===== config.mk =====
export PLATFORM = sky130hd
export DESIGN_NAME = display_code_encoder
export DESIGN_NICKNAME = d
export VERILOG_FILES = /design/src/rtl/display_code_encoder.sv
export SDC_FILE = /design/constraint.sdc
export NUM_CORES = 1
export LEC_CHECK = 0
export ABC_AREA = 1
export ABC_CLOCK_PERIOD_IN_PS = 2000
export BUFFER_PORTS_ARGS = -buffer_cell sky130_fd_sc_hd__buf_2
export CAP_MARGIN = 30
export CORE_UTILIZATION = 44
export DETAILED_ROUTE_END_ITERATION = 8
export GPL_TIMING_DRIVEN = 0
export HOLD_SLACK_MARGIN = 0.05
export PLACE_DENSITY_LB_ADDON = 0.1
export REMOVE_ABC_BUFFERS = 1
export SLEW_MARGIN = 20
export SYNTH_ARGS = -nofsm -noshare
export SYNTH_HDL_FRONTEND = slang
export SYNTH_SLANG_ARGS = --single-unit

===== constraint.sdc =====
create_clock -name clock -period 2 [get_ports clock]
set_input_delay 0.1 -clock clock [delete_from_list [all_inputs] [get_ports clock]]
set_output_delay 0.1 -clock clock [all_outputs]
set_load 0.02 [all_outputs]

===== src/rtl/display_code_encoder.sv =====
// display_code_encoder: binary timer value -> four 4-bit digit codes, scanned onto one display_decoder
// Ports: clock/reset (sync, active-high); start/value/error_in request a conversion;
//   busy (converting), done (one-cycle pulse when codes updates), codes (four digit nibbles,
//   [15:12] thousands .. [3:0] units), digit_code/digit_enable (registered scan outputs,
//   digit_enable active-low one-hot).
// Optional macro LEADING_ZERO_BLANK_EN: blanks leading zero digits of numeric results.
module display_code_encoder #(
    parameter int WIDTH     = 14,
    parameter int MAX_VALUE = 9999,
    parameter int SCAN_DIV  = 1000
) (
    input  logic             clock,
    input  logic             reset,
    input  logic             start,
    input  logic [WIDTH-1:0] value,
    input  logic             error_in,
    output logic             busy,
    output logic             done,
    output logic [15:0]      codes,
    output logic [3:0]       digit_code,
    output logic [3:0]       digit_enable
);
    typedef enum logic [1:0] {IDLE, CONVERT, DONE} state_t;
    localparam int SW = $clog2(SCAN_DIV + 1);
    state_t state, state_n;
    logic [WIDTH-1:0] shreg;
    logic [15:0] bcd, adj, bcd_n;
    logic [4:0] cnt;
    logic [3:0] blank, blank_n;
    logic [SW-1:0] scnt;
    logic [1:0] idx;
    logic bad, last, wrap;

    always_comb begin
        adj = bcd;
        for (int i = 0; i < 4; i++)
            adj[4*i+:4] = bcd[4*i+:4] >= 4'd5 ? bcd[4*i+:4] + 4'd3 : bcd[4*i+:4];
        bcd_n = {adj[14:0], shreg[WIDTH-1]};
        bad = error_in || 32'(value) > MAX_VALUE;
        last = cnt == 5'(WIDTH - 1);
        wrap = scnt == SW'(SCAN_DIV - 1);
        state_n = state == IDLE ? (start ? (bad ? DONE : CONVERT) : IDLE) :
                  state == CONVERT ? (last ? DONE : CONVERT) : IDLE;
        busy = state == CONVERT;
        done = state == DONE;
`ifdef LEADING_ZERO_BLANK_EN
        // A digit is blank when it and every digit above it is zero; units always shown.
        blank_n[3] = bcd_n[15:12] == 4'd0;
        blank_n[2] = blank_n[3] && bcd_n[11:8] == 4'd0;
        blank_n[1] = blank_n[2] && bcd_n[7:4] == 4'd0;
        blank_n[0] = 1'b0;
`else
        blank_n = 4'b0000;
`endif
    end

    always_ff @(posedge clock) begin
        if (reset) begin
            state        <= IDLE;
            shreg        <= '0;
            bcd          <= '0;
            cnt          <= '0;
            codes        <= '0;
            blank        <= '0;
            scnt         <= '0;
            idx          <= '0;
            digit_enable <= 4'b1110;
            digit_code   <= '0;
        end else begin
            state <= state_n;
            if (state == IDLE && start) begin
                if (bad) begin
                    codes <= 16'hCEEF;
                    blank <= '0;
                end else begin
                    shreg <= value;
                    bcd   <= '0;
                    cnt   <= '0;
                end
            end
            if (state == CONVERT) begin
                bcd   <= bcd_n;
                shreg <= shreg << 1;
                cnt   <= cnt + 5'd1;
                // Publish only the finished result so the display never shows partial digits.
                if (last) begin
                    codes <= bcd_n;
                    blank <= blank_n;
                end
            end
            scnt         <= wrap ? '0 : scnt + SW'(1);
            idx          <= idx + 2'(wrap);
            digit_enable <= ~(4'b0001 << idx) | {4{blank[idx]}};
            digit_code   <= codes[4*idx+:4];
        end
    end
endmodule


==> key figures, run 1 <==
Floorplanning
  – Overall die area: 0.00926 mm²
  – Number of placement rows: 34
  – Initial core utilization: 45.0%
  – Core Box Area: 0.00868 mm²
  – Chip Width: 96.2 µm
  – I/O pins: 44
  – Floorplan die height: 96.2 µm

Run
  – Max Cap Viol: 0

Routing
  – Via density: 5.12
  – Final WL: 8050 µm
  – DRC errors left: 0
  – Number of design-rule violations left by the first detailed-router iteration: 128
  – ANT nets after route: 0
  – Routed vias: 3313
  – Number of detailed-route iterations in the first pass: 4
  – Detailed-route wire length per cell: 12.4 µm

Placed design
  – I/O Buffers: 43
  – Worst Setup Slack post-DPL: -77.7 ps
  – Placed wire-length estimate after detailed placement: 5270 µm
  – Final Wtd Congestion: 0.810
  – Placed cells: 630
  – Placed standard-cell area: 0.00410 mm²

GRT
  – Pin count of the biggest net entering global routing: 82
  – Met2 Usage GRT: 31.7%
  – Number of global-route vias before repair: 2981
  – Total routing usage reported by global routing: 18.8%
  – Overflow after GRT: 0
  – GRT Max-Usage Layer: met2
  – First-pass GRT wire length: 13500 µm
  – GR Util met3: 4.03%
  – Number of antenna violations at the first check in global routing: 0
  – Global routing met1 resource utilization: 23.9%

Timing
  – Slew Limit Fails: 0
  – Unrepaired setup endpoints after global routing: false
  – Actual slew at the worst max-slew pin: 913 ps
  – Setup violations, final: 0
  – Max transition margin: 39.1%
  – Maximum clock rate: 540 MHz
  – Fin crit period: 1850 ps
  – Clock Skew: 11.0 ps
  – Final hold violation count: 0
  – Post-route setup slack: 147 ps
  – Post-route fraction of the period consumed by the critical path: 92.6%

Clocking
  – Root Buffer Master: sky130_fd_sc_hd__clkbuf_8
  – Clock sinks: 77
  – Clock-pin slew reported for the worst setup and hold paths after clock tree synthesis: 80 ps
  – Insertion delay of the later-clocked pin in the worst-skew pair: 350 ps
  – TritonCTS clock tree: built
  – Clock Path Buffers: 2
  – Setup Fix Bufs, Post-CTS: 0
  – Cts bufs inserted: 9
  – H-tree level count: 3

Final layout
  – Diodes inserted: 0
  – Ratio of cells with drive above 1 in the final layout: 22.3%
  – Synthesis-to-finish area growth: 10.6%
  – Utilization after layout: 49.8%
  – Final instance count without filler cells: 647
  – Net count, final: 564
  – Final design instance area without fill: 0.00432 mm²

Run status
  – Result of the run: complete, no violations

Setup path
  – Biggest cell delay along the critical path: 470 ps
  – Cell chain of the critical path: nand2_8 -> inv_4 -> buf_2
  – Critical path start-end classification: flip-flop to output pin
  – Family with the most delay on the worst path: buffers and inverters
  – Data required, critical path: 1900 ps
  – Critical path buffer and inverter count: 2
  – Max FO, Critical Path: 81
  – Critical-path top delay cell: sky130_fd_sc_hd__dfxtp_1
  – Setup crit end kind: output pin
  – Nature of the critical path startpoint: flip-flop
  – CP Data Arrival Time: 1750 ps

Yosys
  – Number of warnings reported in the yosys synthesis log: 0
  – Largest cells by area after synthesis: sky130_fd_sc_hd__dfxtp_1 39%, sky130_fd_sc_hd__nand2_1 7.8%, sky130_fd_sc_hd__a21oi_1 6.8%
  – Fraction of registers with async set/reset: 0%
  – Share of the synthesized area in the top cell type: 39.5%
  – Area of the mapped netlist: 0.00391 mm²
  – Most instantiated library cell after synthesis: sky130_fd_sc_hd__nand2_1
  – Most used DFF post-synth: sky130_fd_sc_hd__dfxtp_1
  – Post-synth cell types: 39
  – Synth Area per Inst: 7.74 µm²
  – Post-synth top cells: 81 x sky130_fd_sc_hd__nand2_1, 77 x sky130_fd_sc_hd__dfxtp_1, 53 x sky130_fd_sc_hd__a21oi_1
  – Sequential element share of the synthesized area: 39.5%
  – Cell count after synthesis: 505
  – Largest area contributor in the synthesized netlist: sky130_fd_sc_hd__dfxtp_1
  – Synth Register Bits: 77
  – Number of flops mapped to enable cells by yosys: 0

Pwr
  – Static leakage power: 1.79 nW
  – Final Power: 3.15 mW
  – Cell Pwr Density: 730 mW/mm²
  – Maximum VDD drop: 0.000433 V

Min path
  – Hold Path Class: primary input to flip-flop
-- state kept, by name, indices dropped and copies added, names as in the netlist --
signal / cells
digit_code: 4
codes: 16
digit_enable: 4
cnt: 5
idx: 2
blank: 4
scnt: 10
state: 2
bcd: 16
shreg: 14
-- worst register-to-register path, delay by kind of cell (launching register included) --
family | cells | cell delay [ps]
AND/OR/NAND/NOR | 6 | 1380
flip-flops | 1 | 310
buffers and inverters | 1 | 110
-- per-stage QoR --
step	setup TNS, ps	hold WS, ps
6_report	0	84.7
5_1_grt	0	101
4_1_cts	0	75.3
3_5_place_dp	-84.9	407
3_3_place_gp	-8080	405
2_1_floorplan	0	169
-- power breakdown --
group	switching, mW	total, mW	internal, mW
registers	0.0370	1.63	1.60
logic	0.244	0.363	0.118
clock network	0.552	1.16	0.608
-- metal layers --
metal,vias up,part of all wire (%)
li1,1713,-
met1,1543,48
met2,49,48
met3,8,2.8
met4,0,1.2
met5,-,0
-- cell families after synthesis --
| kind of cell | Yosys count | synth area share (%) |
|---|---|---|
| compound gates | 114 | 16.3 |
| fa+ha+maj | 12 | 3.84 |
| xor+xnor | 8 | 1.79 |
| simple gates | 207 | 28.5 |
| flops | 77 | 39.5 |
| buf+inv | 87 | 10.0 |
-- final cells by class --
type | instances | area (µm²)
fill | 894 | 4360
tap | 108 | 135
clock inverter | 4 | 47.5
clock buffer | 12 | 145
multi-input combinational | 341 | 1990
inverter | 61 | 234
timing repair buffer | 44 | 225
sequential | 77 | 1540
-- worst paths after layout --
path	end	slack, ps	startpoint	depth (start not counted)
worst min register to register	blank[1]	450	blank[1]	2
worst max-delay path	busy	150	state[0]	3
worst max register to register	shreg[13]	160	state[1]	7
worst min-delay path	shreg[3]	80	value[3]	5
-- what timing repair did --
item	in CTS	in global routing
endpoints found under the hold margin	1	0
hold buffers	1	0
pin swaps	0	0
endpoints found under the setup margin	3	2
resized for setup	2	1
-- layout by cell type (no fill, tap or decap), drive strengths merged --
master and n:
clkinv 3, nand3 53, xnor2 2, o21bai 1
a31oi 4, dfxtp 77, clkbuf 12, xor2 6
ha 12, a22oi 5, o31ai 1, nand3b 1
buf 43, o21ai 39, dlygate4sd3 1, nand4 5
nand2 87, clkinvlp 1, nor2 44, nor3b 2
nor3 7, or2 8, a21oi 64, inv 60
bufinv 1
Power figures use the tool's default switching activity.
==> run 2, diff against run 1 <==
--- a/config.mk
+++ b/config.mk
@@ -10,6 +10,7 @@
 export BUFFER_PORTS_ARGS = -buffer_cell sky130_fd_sc_hd__buf_2
 export CAP_MARGIN = 30
 export CORE_UTILIZATION = 44
+export CTS_BUF_LIST = sky130_fd_sc_hd__clkbuf_2
 export DETAILED_ROUTE_END_ITERATION = 8
 export GPL_TIMING_DRIVEN = 0
 export HOLD_SLACK_MARGIN = 0.05
==> key figures, run 2 (same netlist as run 1, synthesis figures left out) <==
Run status
  – Result of the run: complete, no violations

Placed design
  – Final Wtd Congestion: 0.810
  – Placed standard-cell area: 0.00410 mm²
  – Placed cells: 630
  – Placed wire-length estimate after detailed placement: 5270 µm
  – I/O Buffers: 43
  – Worst Setup Slack post-DPL: -77.7 ps

Floorplanning
  – Chip Width: 96.2 µm
  – Core Box Area: 0.00868 mm²
  – Overall die area: 0.00926 mm²
  – Floorplan die height: 96.2 µm
  – Number of placement rows: 34
  – Initial core utilization: 45.0%
  – I/O pins: 44

Clocking
  – Clock-pin slew reported for the worst setup and hold paths after clock tree synthesis: 200 ps
  – Clock sinks: 77
  – Clock Path Buffers: 2
  – Cts bufs inserted: 9
  – Insertion delay of the later-clocked pin in the worst-skew pair: 500 ps
  – Setup Fix Bufs, Post-CTS: 0
  – H-tree level count: 3
  – Root Buffer Master: sky130_fd_sc_hd__clkbuf_2
  – TritonCTS clock tree: built

Pwr
  – Switching power as a share of total power: 28.8%
  – Internal power component: 2.03 mW
  – Switching power: 823 µW
  – Part of the power in the clock network: 28.6%
  – Share of power burned in combinational logic: 14.0%
  – Static leakage power: 1.84 nW
  – Power share of the sequential group: 57.4%
  – Cell Pwr Density: 645 mW/mm²
  – Maximum VDD drop: 0.000420 V

GRT
  – Number of antenna violations at the first check in global routing: 0
  – First-pass GRT wire length: 14100 µm
  – Total routing usage reported by global routing: 19.8%
  – Overflow after GRT: 0
  – Number of global-route vias before repair: 3099
  – Pin count of the biggest net entering global routing: 48

Setup path
  – Number of cells on the critical path: 6
  – Family with the most delay on the worst path: buffers and inverters
  – Startpoint of the most critical setup path: state[1]
  – Critical R2R Launch: state[1]
  – Critical path buffer and inverter count: 2
  – Cell chain of the critical path: inv_2 -> nand2_1 -> nor2_2 -> nand2_4 -> dlygate4sd3_1 -> a21oi_1
  – Worst setup endpoint: state[1]
  – Setup crit end kind: flip-flop
  – Worst reg2reg path depth: 6
  – Biggest cell delay along the critical path: 600 ps
  – Max FO, Critical Path: 6
  – Critical path start-end classification: flip-flop to flip-flop
  – Nature of the critical path startpoint: flip-flop
  – Reg-to-reg endpoint: state[1]
  – Critical-path top delay cell: sky130_fd_sc_hd__dlygate4sd3_1
  – Reg-to-reg setup timing slack: 170 ps
  – CP Data Arrival Time: 2250 ps
  – Data required, critical path: 2420 ps

Final layout
  – Final instance count without filler cells: 665
  – Net count, final: 582
  – Largest registers: bcd x16, codes x16, shreg x14
  – Synthesis-to-finish area growth: 13.2%
  – Final design instance area without fill: 0.00442 mm²
  – Diodes inserted: 0
  – Ratio of cells with drive above 1 in the final layout: 22.1%
  – Most frequent cells in the layout: 81 x sky130_fd_sc_hd__nand2_1, 76 x sky130_fd_sc_hd__dfxtp_1, 53 x sky130_fd_sc_hd__a21oi_1, 50 x sky130_fd_sc_hd__inv_1, 43 x sky130_fd_sc_hd__buf_2
  – Leading cell type in the layout, fill and taps excluded: sky130_fd_sc_hd__nand2_1

Timing
  – Setup violations, final: 0
  – Fin crit period: 1830 ps
  – Clock Skew: 22.3 ps
  – Actual slew at the worst max-slew pin: 902 ps
  – Unrepaired setup endpoints after global routing: false
  – Post-route worst hold slack: 205 ps
  – Post-route fraction of the period consumed by the critical path: 91.5%
  – Slew Limit Fails: 0
  – Final hold violation count: 0
  – Max transition margin: 39.9%
  – Post-route setup slack: 170 ps
  – Maximum clock rate: 547 MHz

Routing
  – Detailed-route wire length per cell: 12.9 µm
  – Routed vias: 3378
  – Number of detailed-route iterations in the first pass: 4
  – Final WL: 8570 µm
  – Number of design-rule violations left by the first detailed-router iteration: 117
  – ANT nets after route: 0
  – Via density: 5.08
  – DRC errors left: 0

Run
  – Max Cap Viol: 0

Min path
  – Hold Path Class: primary input to flip-flop
## run 2: cell count changes in the layout (fill, tap and decap cells not counted), sizes merged
| cell | before | now |
|---|---|---|
| clkinv | 3 | 4 |
| dlygate4sd3 | 1 | 17 |
| clkbuf | 12 | 11 |
| nand3 | 53 | 54 |
| nand2 | 87 | 88 |
## run 2: per-layer routing
| metal | GRT usage (%) | vias up | routed length [µm] |
|---|---|---|---|
| li1 | - | 1757 | - |
| met3 | 4.98 | 7 | 223 |
| met4 | 4.48 | 0 | 59 |
| met2 | 34.3 | 40 | 4190 |
| met5 | 0 | - | 0 |
| met1 | 24.6 | 1574 | 4090 |
## run 2: area by class of cell
type	count	area (µm²)
Fill cell	891	4260
Multi-Input combinational cell	343	2020
Sequential cell	77	1540
Timing Repair Buffer	60	385
Inverter	61	234
Tap cell	108	135
Clock buffer	11	55.1
Clock inverter	5	51.3
## run 2: metrics by stage
stage	TNS, ps	power [mW]	util [%]
after global routing	0	3.01	51.0
after global placement	-8080	2.03	47.2
after floorplan	0	1.91	-
after detailed placement	-84.9	2.03	47.3
final	0	2.85	51.0
after CTS	0	2.88	50.7
## run 2: power by group through the flow
stage	sequential, mW	clock, mW	combinational (mW)
after floorplan	1.69	0	0.214
after global placement	1.67	0	0.357
after detailed placement	1.67	0	0.362
after CTS	1.64	0.850	0.395
after global routing	1.65	0.907	0.451
final	1.64	0.816	0.399
## run 2: worst register-to-register path, stage by stage, from the launching register on
cell and delay [ps]:
sky130_fd_sc_hd__dfxtp_1 350, sky130_fd_sc_hd__inv_2 140, sky130_fd_sc_hd__nand2_1 90, sky130_fd_sc_hd__nor2_2 330
sky130_fd_sc_hd__nand2_4 150, sky130_fd_sc_hd__dlygate4sd3_1 600, sky130_fd_sc_hd__a21oi_1 120
## run 2: worst min-delay path by stage
stage	start	end	slack [ps]	cells past startpoint
finish	start	codes[4]	210	6
global route	start	codes[8]	160	6
CTS	start	codes[4]	120	6
detailed placement	value[0]	shreg[0]	410	3
global placement	value[0]	shreg[0]	410	3
floorplan	reset	bcd[0]	170	1
## run 2: what timing repair did
action,CTS,global route
hold buffers,17,0
cloned,1,1
gates resized for setup,2,2
setup endpoints to repair,2,12
hold endpoints to repair,16,0
pin swaps,1,0
==> run 3, diff against run 2 <==
--- a/config.mk
+++ b/config.mk
@@ -6,7 +6,7 @@
 export NUM_CORES = 1
 export LEC_CHECK = 0
 export ABC_AREA = 1
-export ABC_CLOCK_PERIOD_IN_PS = 2000
+export ABC_CLOCK_PERIOD_IN_PS = 2400
 export BUFFER_PORTS_ARGS = -buffer_cell sky130_fd_sc_hd__buf_2
 export CAP_MARGIN = 30
 export CORE_UTILIZATION = 44
==> constraint.sdc (replaced) <==
create_clock -name clock -period 2.4 [get_ports clock]
set_input_delay 0.12 -clock clock [delete_from_list [all_inputs] [get_ports clock]]
set_output_delay 0.12 -clock clock [all_outputs]
set_load 0.02 [all_outputs]
==> key figures, run 3 (same netlist as run 1, synthesis figures left out) <==
Run status
  – Result of the run: complete, no violations

Pwr
  – Static leakage power: 1.83 nW
  – Cell Pwr Density: 539 mW/mm²
  – Maximum VDD drop: 0.000351 V

GRT
  – Overflow after GRT: 0
  – Number of antenna violations at the first check in global routing: 0
  – Met2 Usage GRT: 32.4%
  – Total routing usage reported by global routing: 19.0%
  – GRT Max-Usage Layer: met2
  – Global routing met1 resource utilization: 23.7%
  – First-pass GRT wire length: 13600 µm
  – GR Util met3: 4.98%
  – Number of global-route vias before repair: 3037
  – Pin count of the biggest net entering global routing: 82

Routing
  – Final WL: 8190 µm
  – Number of detailed-route iterations in the first pass: 5
  – Via density: 5.06
  – Routed vias: 3351
  – ANT nets after route: 0
  – Number of design-rule violations left by the first detailed-router iteration: 136
  – Detailed-route wire length per cell: 12.4 µm
  – DRC errors left: 0

Setup path
  – Critical path buffer and inverter count: 2
  – Cell chain of the critical path: nand2_8 -> inv_2 -> buf_2
  – Biggest cell delay along the critical path: 500 ps
  – Nature of the critical path startpoint: flip-flop
  – Max FO, Critical Path: 81
  – Setup crit end kind: output pin
  – Critical-path top delay cell: sky130_fd_sc_hd__dfxtp_1
  – Family with the most delay on the worst path: buffers and inverters
  – CP Data Arrival Time: 2060 ps
  – Data required, critical path: 2280 ps
  – Critical path start-end classification: flip-flop to output pin

Run
  – Max Cap Viol: 0

Timing
  – Post-route fraction of the period consumed by the critical path: 90.6%
  – Max transition margin: 38.6%
  – Maximum clock rate: 460 MHz
  – Unrepaired setup endpoints after global routing: false
  – Final hold violation count: 0
  – Setup violations, final: 0
  – Fin crit period: 2180 ps
  – Clock Skew: 27.3 ps
  – Actual slew at the worst max-slew pin: 921 ps
  – Slew Limit Fails: 0
  – Post-route worst hold slack: 95.1 ps
  – Setup_tns: 0 ps

Final layout
  – Leading cell type in the layout, fill and taps excluded: sky130_fd_sc_hd__nand2_1
  – Net count, final: 579
  – Synthesis-to-finish area growth: 12.1%
  – Largest registers: bcd x16, codes x16, shreg x14
  – Ratio of cells with drive above 1 in the final layout: 21.7%
  – Filler cells: 896
  – Most frequent cells in the layout: 81 x sky130_fd_sc_hd__nand2_1, 77 x sky130_fd_sc_hd__dfxtp_1, 53 x sky130_fd_sc_hd__a21oi_1, 50 x sky130_fd_sc_hd__inv_1, 43 x sky130_fd_sc_hd__buf_2
  – Diodes inserted: 0

Clocking
  – TritonCTS clock tree: built
  – Clock sinks: 77
  – Setup Fix Bufs, Post-CTS: 0
  – H-tree level count: 3
  – Clock-pin slew reported for the worst setup and hold paths after clock tree synthesis: 200 ps
  – Insertion delay of the later-clocked pin in the worst-skew pair: 510 ps
  – Clock Path Buffers: 2
  – Cts bufs inserted: 9
  – Root Buffer Master: sky130_fd_sc_hd__clkbuf_2

Floorplanning
  – Overall die area: 0.00926 mm²
  – I/O pins: 44
  – Chip Width: 96.2 µm
  – Core Box Area: 0.00868 mm²
  – Number of placement rows: 34
  – Initial core utilization: 45.0%
  – Floorplan die height: 96.2 µm

Placed design
  – Final Wtd Congestion: 0.810
  – I/O Buffers: 43
  – Placed wire-length estimate after detailed placement: 5270 µm

Min path
  – Hold Path Class: primary input to flip-flop
[run 3: cell types whose count changed in the layout (fill, tap and decap cells not counted)]
cell,delta
sky130_fd_sc_hd__dfxtp_1,+1
sky130_fd_sc_hd__dlygate4sd3_1,-1
sky130_fd_sc_hd__nand2_4,-1
sky130_fd_sc_hd__inv_2,+1
sky130_fd_sc_hd__inv_4,-1
sky130_fd_sc_hd__nand3_4,-1
sky130_fd_sc_hd__dfxtp_2,-1
[run 3: path summary, 6_finish.rpt]
| check | start | to | slack, ps | cells past startpoint |
|---|---|---|---|---|
| worst max-delay path | state[0] | busy | 220 | 3 |
| worst min-delay path | error_in | codes[4] | 100 | 6 |
| worst max register to register | state[1] | cnt[3] | 520 | 6 |
| worst min register to register | blank[1] | blank[1] | 460 | 2 |
[run 3: final cells by class]
class	count	area, µm²	area share (%)
repair buffers	59	375	8.57
multi-input cells	341	1990	45.4
clock buffers	11	55.1	1.26
flip-flops and latches	77	1540	35.2
inverters	61	231	5.29
clock inverters	5	51.3	1.17
well taps	108	135	3.09
[run 3: metal layers]
metal | vias to the layer above | wire length [µm] | share of wire, %
li1 | 1745 | - | -
met1 | 1559 | 3920 | 48
met2 | 37 | 3960 | 48
met3 | 10 | 226 | 2.8
met4 | 0 | 76 | 0.93
met5 | - | 0 | 0
[run 3: tightest hold or removal path, cell delays in order]
cell	delay, ps
sky130_fd_sc_hd__buf_2	80
sky130_fd_sc_hd__inv_2	50
sky130_fd_sc_hd__nand2_1	100
sky130_fd_sc_hd__nand2_4	90
sky130_fd_sc_hd__nand3_1	80
sky130_fd_sc_hd__a21oi_1	50
[run 3: stage by stage]
stage	utilization, %	instance area [µm²]	total power [mW]	worst slack [ps]	std cells
after floorplan	-	3750	1.59	538	479
after global routing	50.5	4380	2.49	64.0	662
final	50.5	4380	2.36	225	662
after CTS	50.3	4370	2.40	180	661
after detailed placement	47.3	4100	1.69	322	630
after global placement	47.2	4100	1.69	47.4	630
[run 3: report_power, final]
| part | switching, mW | leakage, nW | total [mW] | internal [mW] |
|---|---|---|---|---|
| sequential | 0.0305 | 0.627 | 1.36 | 1.33 |
| clock | 0.433 | 0.0694 | 0.675 | 0.243 |
| combinational | 0.207 | 1.13 | 0.321 | 0.113 |
| total | 0.671 | 1.83 | 2.36 | 1.69 |
[run 3: repair_timing]
| item | CTS | global route |
|---|---|---|
| endpoints found under the hold margin | 14 | 1 |
| endpoints found under the setup margin | 1 | 0 |
| resized for setup | 1 | 0 |
| hold buffers | 15 | 1 |
